**src/rtl/jtag_host.sv**
```systemverilog
// jtag_host -- JTAG initiator for the MCU debug port.
//
// Sequences one command at a time through the port's state machine
// (Idle -> Select -> Shift -> Update -> Idle). Drives tck/tms/tdi and
// captures tdo MSB-first.
//
// Timing:
//   - One tck period is 2*TCK_HALF clks and starts with tck low.
//   - tms/tdi change on the first clk of the low phase.
//   - tdo is sampled on the last clk of the low phase.
//   - tck is high for the second half of the period.
//   - From the accepting edge (cmd_valid & cmd_ready sampled high) to the
//     edge that raises rsp_valid is exactly 40*TCK_HALF clks for a data
//     shift and 22*TCK_HALF clks for an instruction shift.
//   - cmd_ready returns one clk after the rsp_valid pulse.
//
// Ports:
//   clk, rst             system clock, synchronous active-high reset
//   cmd_valid/cmd_ready  command handshake
//   cmd_isData           1 = 16-bit data shift, 0 = 8-bit instruction shift
//   cmd_payload          bits to shift (instruction uses [7:0])
//   rsp_valid            one-clk completion pulse
//   rsp_data             captured tdo bits (instruction zero-extended)
//   busy                 transaction or reset sequence in progress
//   tck, tms, tdi, tdo   JTAG pins (tdo already synchronous to clk)
module jtag_host #(
    parameter int TCK_HALF = 4
) (
    input  logic        clk,
    input  logic        rst,
    input  logic        cmd_valid,
    output logic        cmd_ready,
    input  logic        cmd_isData,
    input  logic [15:0] cmd_payload,
    output logic        rsp_valid,
    output logic [15:0] rsp_data,
    output logic        busy,
    output logic        tck,
    output logic        tms,
    output logic        tdi,
    input  logic        tdo
);
    localparam int PERIOD = 2 * TCK_HALF;
    localparam int PW     = $clog2(PERIOD);
    localparam logic [PW-1:0] LOW_END    = PW'(TCK_HALF - 1);
    localparam logic [PW-1:0] PERIOD_END = PW'(PERIOD - 1);

    typedef enum logic [2:0] {RST_SEQ, IDLE, SEL_I, SEL_D, SHIFT, UPDATE} stateT;

    stateT         state, stateNext;
    logic [PW-1:0] phase, phaseNext;
    // Period counter within a state: RST_SEQ periods, SEL_I lead-in, shift bits.
    logic [3:0]    cnt, cntNext;
    logic          isData, isDataNext;
    logic [15:0]   shifter, shifterNext;
    logic [15:0]   capture, captureNext;
    logic          tckNext, tmsNext, tdiNext, readyNext, rspValidNext;
    logic [15:0]   rspDataNext;
    logic [3:0]    lastBit, lastBitNext;

    // Outside reset and IDLE-with-ready, the host is always mid-operation.
    assign busy        = ~cmd_ready;
    assign lastBit     = isData ? 4'd15 : 4'd7;
    assign lastBitNext = isDataNext ? 4'd15 : 4'd7;

    always_ff @(posedge clk) begin
        if (rst) begin
            state     <= RST_SEQ;
            phase     <= '0;
            cnt       <= '0;
            isData    <= 1'b0;
            shifter   <= '0;
            capture   <= '0;
            tck       <= 1'b0;
            tms       <= 1'b1;
            tdi       <= 1'b0;
            cmd_ready <= 1'b0;
            rsp_valid <= 1'b0;
            rsp_data  <= '0;
        end else begin
            state     <= stateNext;
            phase     <= phaseNext;
            cnt       <= cntNext;
            isData    <= isDataNext;
            shifter   <= shifterNext;
            capture   <= captureNext;
            tck       <= tckNext;
            tms       <= tmsNext;
            tdi       <= tdiNext;
            cmd_ready <= readyNext;
            rsp_valid <= rspValidNext;
            rsp_data  <= rspDataNext;
        end
    end

    always_comb begin
        stateNext    = state;
        phaseNext    = phase;
        cntNext      = cnt;
        isDataNext   = isData;
        shifterNext  = shifter;
        captureNext  = capture;
        tckNext      = tck;
        readyNext    = cmd_ready;
        rspValidNext = 1'b0;
        rspDataNext  = rsp_data;
        tmsNext      = 1'b1;
        tdiNext      = 1'b0;

        if (state == IDLE) begin
            phaseNext = '0;
            tckNext   = 1'b0;
            if (!cmd_ready) begin
                // Completion cycle just ended; open for the next command.
                readyNext = 1'b1;
            end else if (cmd_valid) begin
                stateNext   = SEL_I;
                cntNext     = '0;
                isDataNext  = cmd_isData;
                // Instructions are left-aligned so tdi is always shifter[15].
                shifterNext = cmd_isData ? cmd_payload : {cmd_payload[7:0], 8'h00};
                captureNext = '0;
                readyNext   = 1'b0;
            end
        end else begin
            phaseNext = phase + 1'b1;
            if (phase == LOW_END) begin
                tckNext = 1'b1;
                if (state == SHIFT) begin
                    captureNext = {capture[14:0], tdo};
                end
            end
            if (phase == PERIOD_END) begin
                phaseNext = '0;
                tckNext   = 1'b0;
                case (state)
                    RST_SEQ: begin
                        if (cnt == 4'd3) begin
                            stateNext = IDLE;
                            readyNext = 1'b1;
                        end else begin
                            cntNext = cnt + 4'd1;
                        end
                    end
                    // SEL_I covers two periods: leaving Idle, then leaving Select-I.
                    SEL_I: begin
                        if (cnt == 4'd0) begin
                            cntNext = 4'd1;
                        end else begin
                            stateNext = isData ? SEL_D : SHIFT;
                            cntNext   = '0;
                        end
                    end
                    SEL_D: begin
                        stateNext = SHIFT;
                        cntNext   = '0;
                    end
                    SHIFT: begin
                        shifterNext = {shifter[14:0], 1'b0};
                        if (cnt == lastBit) begin
                            stateNext = UPDATE;
                        end else begin
                            cntNext = cnt + 4'd1;
                        end
                    end
                    UPDATE: begin
                        stateNext    = IDLE;
                        rspValidNext = 1'b1;
                        rspDataNext  = capture;
                    end
                    default: stateNext = RST_SEQ;
                endcase
            end
        end

        // tms/tdi for the period that the next state/count describe.
        case (stateNext)
            SEL_I: tmsNext = (cntNext == 4'd1) ? isDataNext : 1'b0;
            SEL_D: tmsNext = 1'b0;
            SHIFT: begin
                tmsNext = (cntNext == lastBitNext);
                tdiNext = shifterNext[15];
            end
            default: tmsNext = 1'b1;
        endcase
    end
endmodule
```
**config.mk**
```make
export PLATFORM = sky130hd
export DESIGN_NAME = jtag_host
export DESIGN_NICKNAME = d
export VERILOG_FILES = /design/src/rtl/jtag_host.sv
export SDC_FILE = /design/constraint.sdc
export NUM_CORES = 1
export LEC_CHECK = 0
export ABC_AREA = 1
export BUFFER_PORTS_ARGS = -buffer_cell sky130_fd_sc_hd__buf_2
export CAP_MARGIN = 10
export CELL_PAD_IN_SITES_DETAIL_PLACEMENT = 0
export CELL_PAD_IN_SITES_GLOBAL_PLACEMENT = 1
export CORE_MARGIN = 2
export CORE_UTILIZATION = 25
export CTS_CLUSTER_SIZE = 12
export DETAILED_ROUTE_END_ITERATION = 10
export PLACE_DENSITY = 0.59
export SLEW_MARGIN = 40
export SYNTH_ARGS = -nofsm -noshare
export SYNTH_HDL_FRONTEND = slang
export SYNTH_SLANG_ARGS = --single-unit
```
**constraint.sdc**
```tcl
create_clock -name clk -period 2.17 [get_ports clk]
set_clock_uncertainty 0.15 [all_clocks]
set_input_delay 0.1085 -clock clk [delete_from_list [all_inputs] [get_ports clk]]
set_output_delay 0.1085 -clock clk [all_outputs]
set_load 0.005 [all_outputs]
```
Word level (Yosys, flattened, before mapping)
Cells that the tools add are included.

storage, ports and cells
  bits in registers = 64
  input bits = 21
  output and inout bits = 22
  word-level logic and storage cells = 91

operators by class
  add/subtract/negate cells = 2
  equal/unequal tests = 16
  multiplexer cells = 42
  bitwise operators = 4
  reduce and logical (&&, ||, !) cells = 14

operators by type and width
  operator                                        number
  2-to-1 mux 16 bit                               11
  2-to-1 mux 4 bit                                8
  2-to-1 mux 3 bit                                8
  one-hot mux 4 bit (4 select lines)              1
  == test 3 x 2 -> 1 bit (second input constant)  5
  one-hot mux 3 bit (5 select lines)              1
  == test 3 bit (second input constant)           4
  2-to-1 mux 1 bit                                12
  nonzero test 2 bit                              5
  == test 4 bit                                   2
  AND reduction 4 bit                             2
  AND reduction 3 bit                             2
  OR reduction 3 bit                              2
  adder 4 x 1 -> 4 bit (second input constant)    1
  == test 4 x 1 -> 1 bit (second input constant)  1
  == test 4 x 2 -> 1 bit (second input constant)  1
  zero test 4 bit                                 1
  inequality test 2 bit (second input constant)   2
  NOT 1 bit                                       4
  adder 3 x 1 -> 3 bit (second input constant)    1
  == test 3 x 1 -> 1 bit (second input constant)  1
  zero test 3 bit                                 1
  one-hot mux 1 bit (3 select lines)              1
  OR reduction 2 bit                              1

Depth between registers and ports, before layout
  depth after elaboration = 9
  gate-level depth with buffers = 15
  gate-level depth less buffers = 15

Worst setup path after synthesis
No wires, ideal clock.

  kind = register -> register
  start point = register phase[0]
  end point = register shifter[10]
  setup time = 0.128 ns
  arrival time = 1.529 ns
  data required time = 1.892 ns
  path slack = 0.363 ns
  stages on the path, launching flop included = 9
  path buffers = 1
  clock period less this slack = 1.807 ns
  path through = dfxtp_1 ha_1 ha_1 inv_1 nor2_4 o21ai_2 buf_2 a221oi_1 nor2_1

on the way
  longest elaborated chain between the ends = 3

ends and longest elaborated chain
  what                           RTL line  source
  start: declaration             51        logic [PW-1:0] phase, phaseNext;
  start signal: assignment       82        phase <= phaseNext;
  == test 3 bit                  133       if (phase == PERIOD_END) begin
  nonzero test 2 bit (no line)   --
  AND reduction 4 bit (no line)  --
  end signal: assignment         85        shifter <= shifterNext;
  end: declaration               55        logic [15:0] shifter, shifterNext;

Every way passes these cells.
A chain may end at the register's enable or synchronous reset.

Worst setup path after layout
  start point = register phase[0]
  end point = register shifter[14]

The elaborated chain is that of the path after synthesis.

==> qor.yml <==
die_y_um: 112.3
overflow: 0
fin_crit_sh_pct: 87.90
synth_seq_cells: 64
min_path_type: "in2reg"
tns_ns: 0
cts_root_buf: "clkbuf_16"
post-cts-setup-buffer-count: 0
required_ns: 2.23
p_per_area_nw_per_um2: 726.4
cts_buffer_depth: 2
cts_tree: "yes"
drt_iter0_drc: 94
diodes: 0
hold_end: "shifter[14]"
syn_area_um2: 2930
cts.sinks: 64
area_growth_pct: 25.79
start_kind: "flip-flop"
ys_types: 29
max_slew.worst_pin.slew_ns: 0.5358
cts-buffers-inserted: 9
run_status: "complete, no violations"
wl_um: 7695
worstRegToRegCells: 8
crit_path_end_kind: "flip-flop"
cp_max_fo: 16
r2r_slack_ns: 0.26
reg2reg_to: "shifter[14]"
rsz0062_at_grt: "false"
htree_levels: 3
first_pass_iters: 4
drive_above_1_share_pct: 18.68
syn_avg_cell_area_um2: 7.078
leakagePower_nw: 1.509
grt_pass1_vias: 2709
path_clk_slew_ns: 0.05
gp_congestion: 0.7991
fp.dieW_um: 112.3
hold_viol: 0
vias: 2824
syn_inst: 414
yosys.area.top_type: "dfxtp_1"
numPortBuffers: 42
antenna_found_initial: 0
worst-setup-path-type: "reg2reg"
whs_path_depth: 5
fin_ws_ns: 0.2627
ys_warn_count: 0
arrival_ns: 1.97
clk_latency_ns: 0.33
drtAntennaViolNets: 0
synth.area.top_cells: "dfxtp_1 44%, nand2_1 16%, nand3_1 9.6%"
yosysSeqAreaShare_pct: 43.72
drcViolationCount: 0
synthDominantCellAreaShare_pct: 43.72
fin_nets: 494
grt_util_all_layers_pct: 12.52
core_area_um2: 11420
grt_pass1_wl_um: 12740
ir_worst_vdd_mv: 0.3800
slew_headroom_pct: 64.28
grt_max_degree: 29
slew_violations: 0
viasPerCell: 4.599
finalSetupViolCount: 0
post-route-min-period_ns: 1.907
pin_count: 43
routedWlPerCell_um: 12.53
hpwl_um: 5452
hp-start: "cmd_payload[14]"
fmax_mhz: 524.3
syn_nets: 440
initial_utilization_pct: 25.66
dpl_worst_slack_ns: 0.05568
dieArea_um2: 12600
regToRegStartpoint: "phase[0]"
rows: 39
fill_cells: 1280
drv_cap: 0
power by group:
group          internal [mW]  switching (mW)  total (mW)
registers               1.19          0.0105        1.20
logic                 0.0656           0.118       0.184
clock network          0.784           0.508        1.29
total                   2.04           0.637        2.68
critical path, cell delays in order (launching register included):
cell and delay [ns]:
dfxtp_1 0.33, ha_1 0.21, ha_4 0.20, inv_2 0.08, nor2_4 0.23, o21ai_2 0.07, buf_4 0.19, a221oi_1 0.27
nor2_1 0.06
sequential cells by signal, indices dropped and copies added (netlist names), 3 cells and up:
signal	count
shifter	16
rsp_data	16
state	3
cnt	4
phase	3
capture	16
cell usage after synthesis:
| library cell | number |
|---|---|
| nor2_2 | 1 |
| inv_2 | 6 |
| o21ai_0 | 2 |
| nor2_8 | 1 |
| a221oi_1 | 8 |
| clkbuf_2 | 1 |
| buf_1 | 1 |
| clkinv_1 | 1 |
| nor2_4 | 3 |
| a31oi_1 | 7 |
| nor2_1 | 37 |
| nand2_2 | 2 |
| inv_1 | 26 |
| dfxtp_1 | 64 |
| o21ai_2 | 2 |
| xnor2_1 | 1 |
| buf_2 | 5 |
| o21bai_1 | 1 |
| nand3_1 | 56 |
| nand2_1 | 122 |
| a21oi_1 | 46 |
| nand2_4 | 1 |
| a311oi_1 | 1 |
| mux2i_1 | 1 |
| ha_1 | 5 |
| nor3_1 | 1 |
| clkbuf_1 | 10 |
| o221a_2 | 1 |
| buf_4 | 1 |
worst max path at each step:
stage                   from          end  slack [ns]  cells after the start
floorplan           phase[0]  shifter[10]        0.36                      8
detailed placement  phase[0]  shifter[14]        0.06                      8
finish              phase[0]  shifter[14]        0.26                      8
CTS                 phase[0]  shifter[14]        0.03                      8
global placement    phase[0]  shifter[12]         0.1                      8
global route          cnt[0]          tms       0.006                     12
per-layer routing:
layer | GRT usage [%] | wire [µm] | vias up
met1 | 17.03 | 3887 | 1290
li1 | - | - | 1472
met5 | 0 | 0 | -
met3 | 1.890 | 230 | 9
met4 | 5.854 | 152 | 0
met2 | 19.56 | 3425 | 53
per-stage QoR:
step	area, µm²	cells	total power, mW	util [%]	hold slack [ns]
after CTS	3667	614	2.711	32.12	0.05395
after floorplan	2930	414	1.335	-	0.1059
after detailed placement	3316	591	1.399	29.04	0.2369
after global placement	3316	591	1.398	29.04	0.2352
final	3686	614	2.677	32.28	0.05412
after global routing	3686	614	2.791	32.28	0.1007
layout make-up:
type	instances	area, µm²	area share, %
Multi-Input combinational cell	299	1464	39.71
Sequential cell	64	1282	34.79
Timing Repair Buffer	61	375.4	10.18
Clock buffer	10	239.0	6.483
Tap cell	143	178.9	4.854
Inverter	33	123.9	3.360
Clock inverter	4	22.52	0.6110
kinds of logic (layout without fill, tap and decap cells):
| logic type | after synthesis | count (layout) | synth area share, % |
|---|---|---|---|
| multiplexers | 1 | 1 | 0.3416 |
| AO/OA/AOI/OAI | 68 | 68 | 13.62 |
| XOR/XNOR | 1 | 1 | 0.2989 |
| adder cells (fa/ha/maj) | 5 | 5 | 2.135 |
| AND/OR/NAND/NOR | 224 | 224 | 32.96 |
| flip-flops | 64 | 64 | 43.72 |
| buffers and inverters | 51 | 108 | 6.917 |
placed cells by master, fill, tap and decap left out, types with 2 or more instances in the layout:
master / instances
nand2_1: 122
dfxtp_1: 63
nand3_1: 56
a21oi_1: 46
buf_2: 42
nor2_1: 36
inv_1: 25
buf_4: 10
clkbuf_16: 9
dlygate4sd3_1: 9
a221oi_1: 8
inv_2: 7
a31oi_1: 7
nor2_4: 3
ha_1: 3
clkinv_2: 3
o21ai_0: 2
nand2_2: 2
o21ai_2: 2
nor2_2: 2
repair_timing:
item,in CTS,in global routing
gates resized for setup,0,6
endpoints found under the setup margin,0,11
endpoints found under the hold margin,9,0
hold buffers,9,0
(Power assumes the default switching activity.)
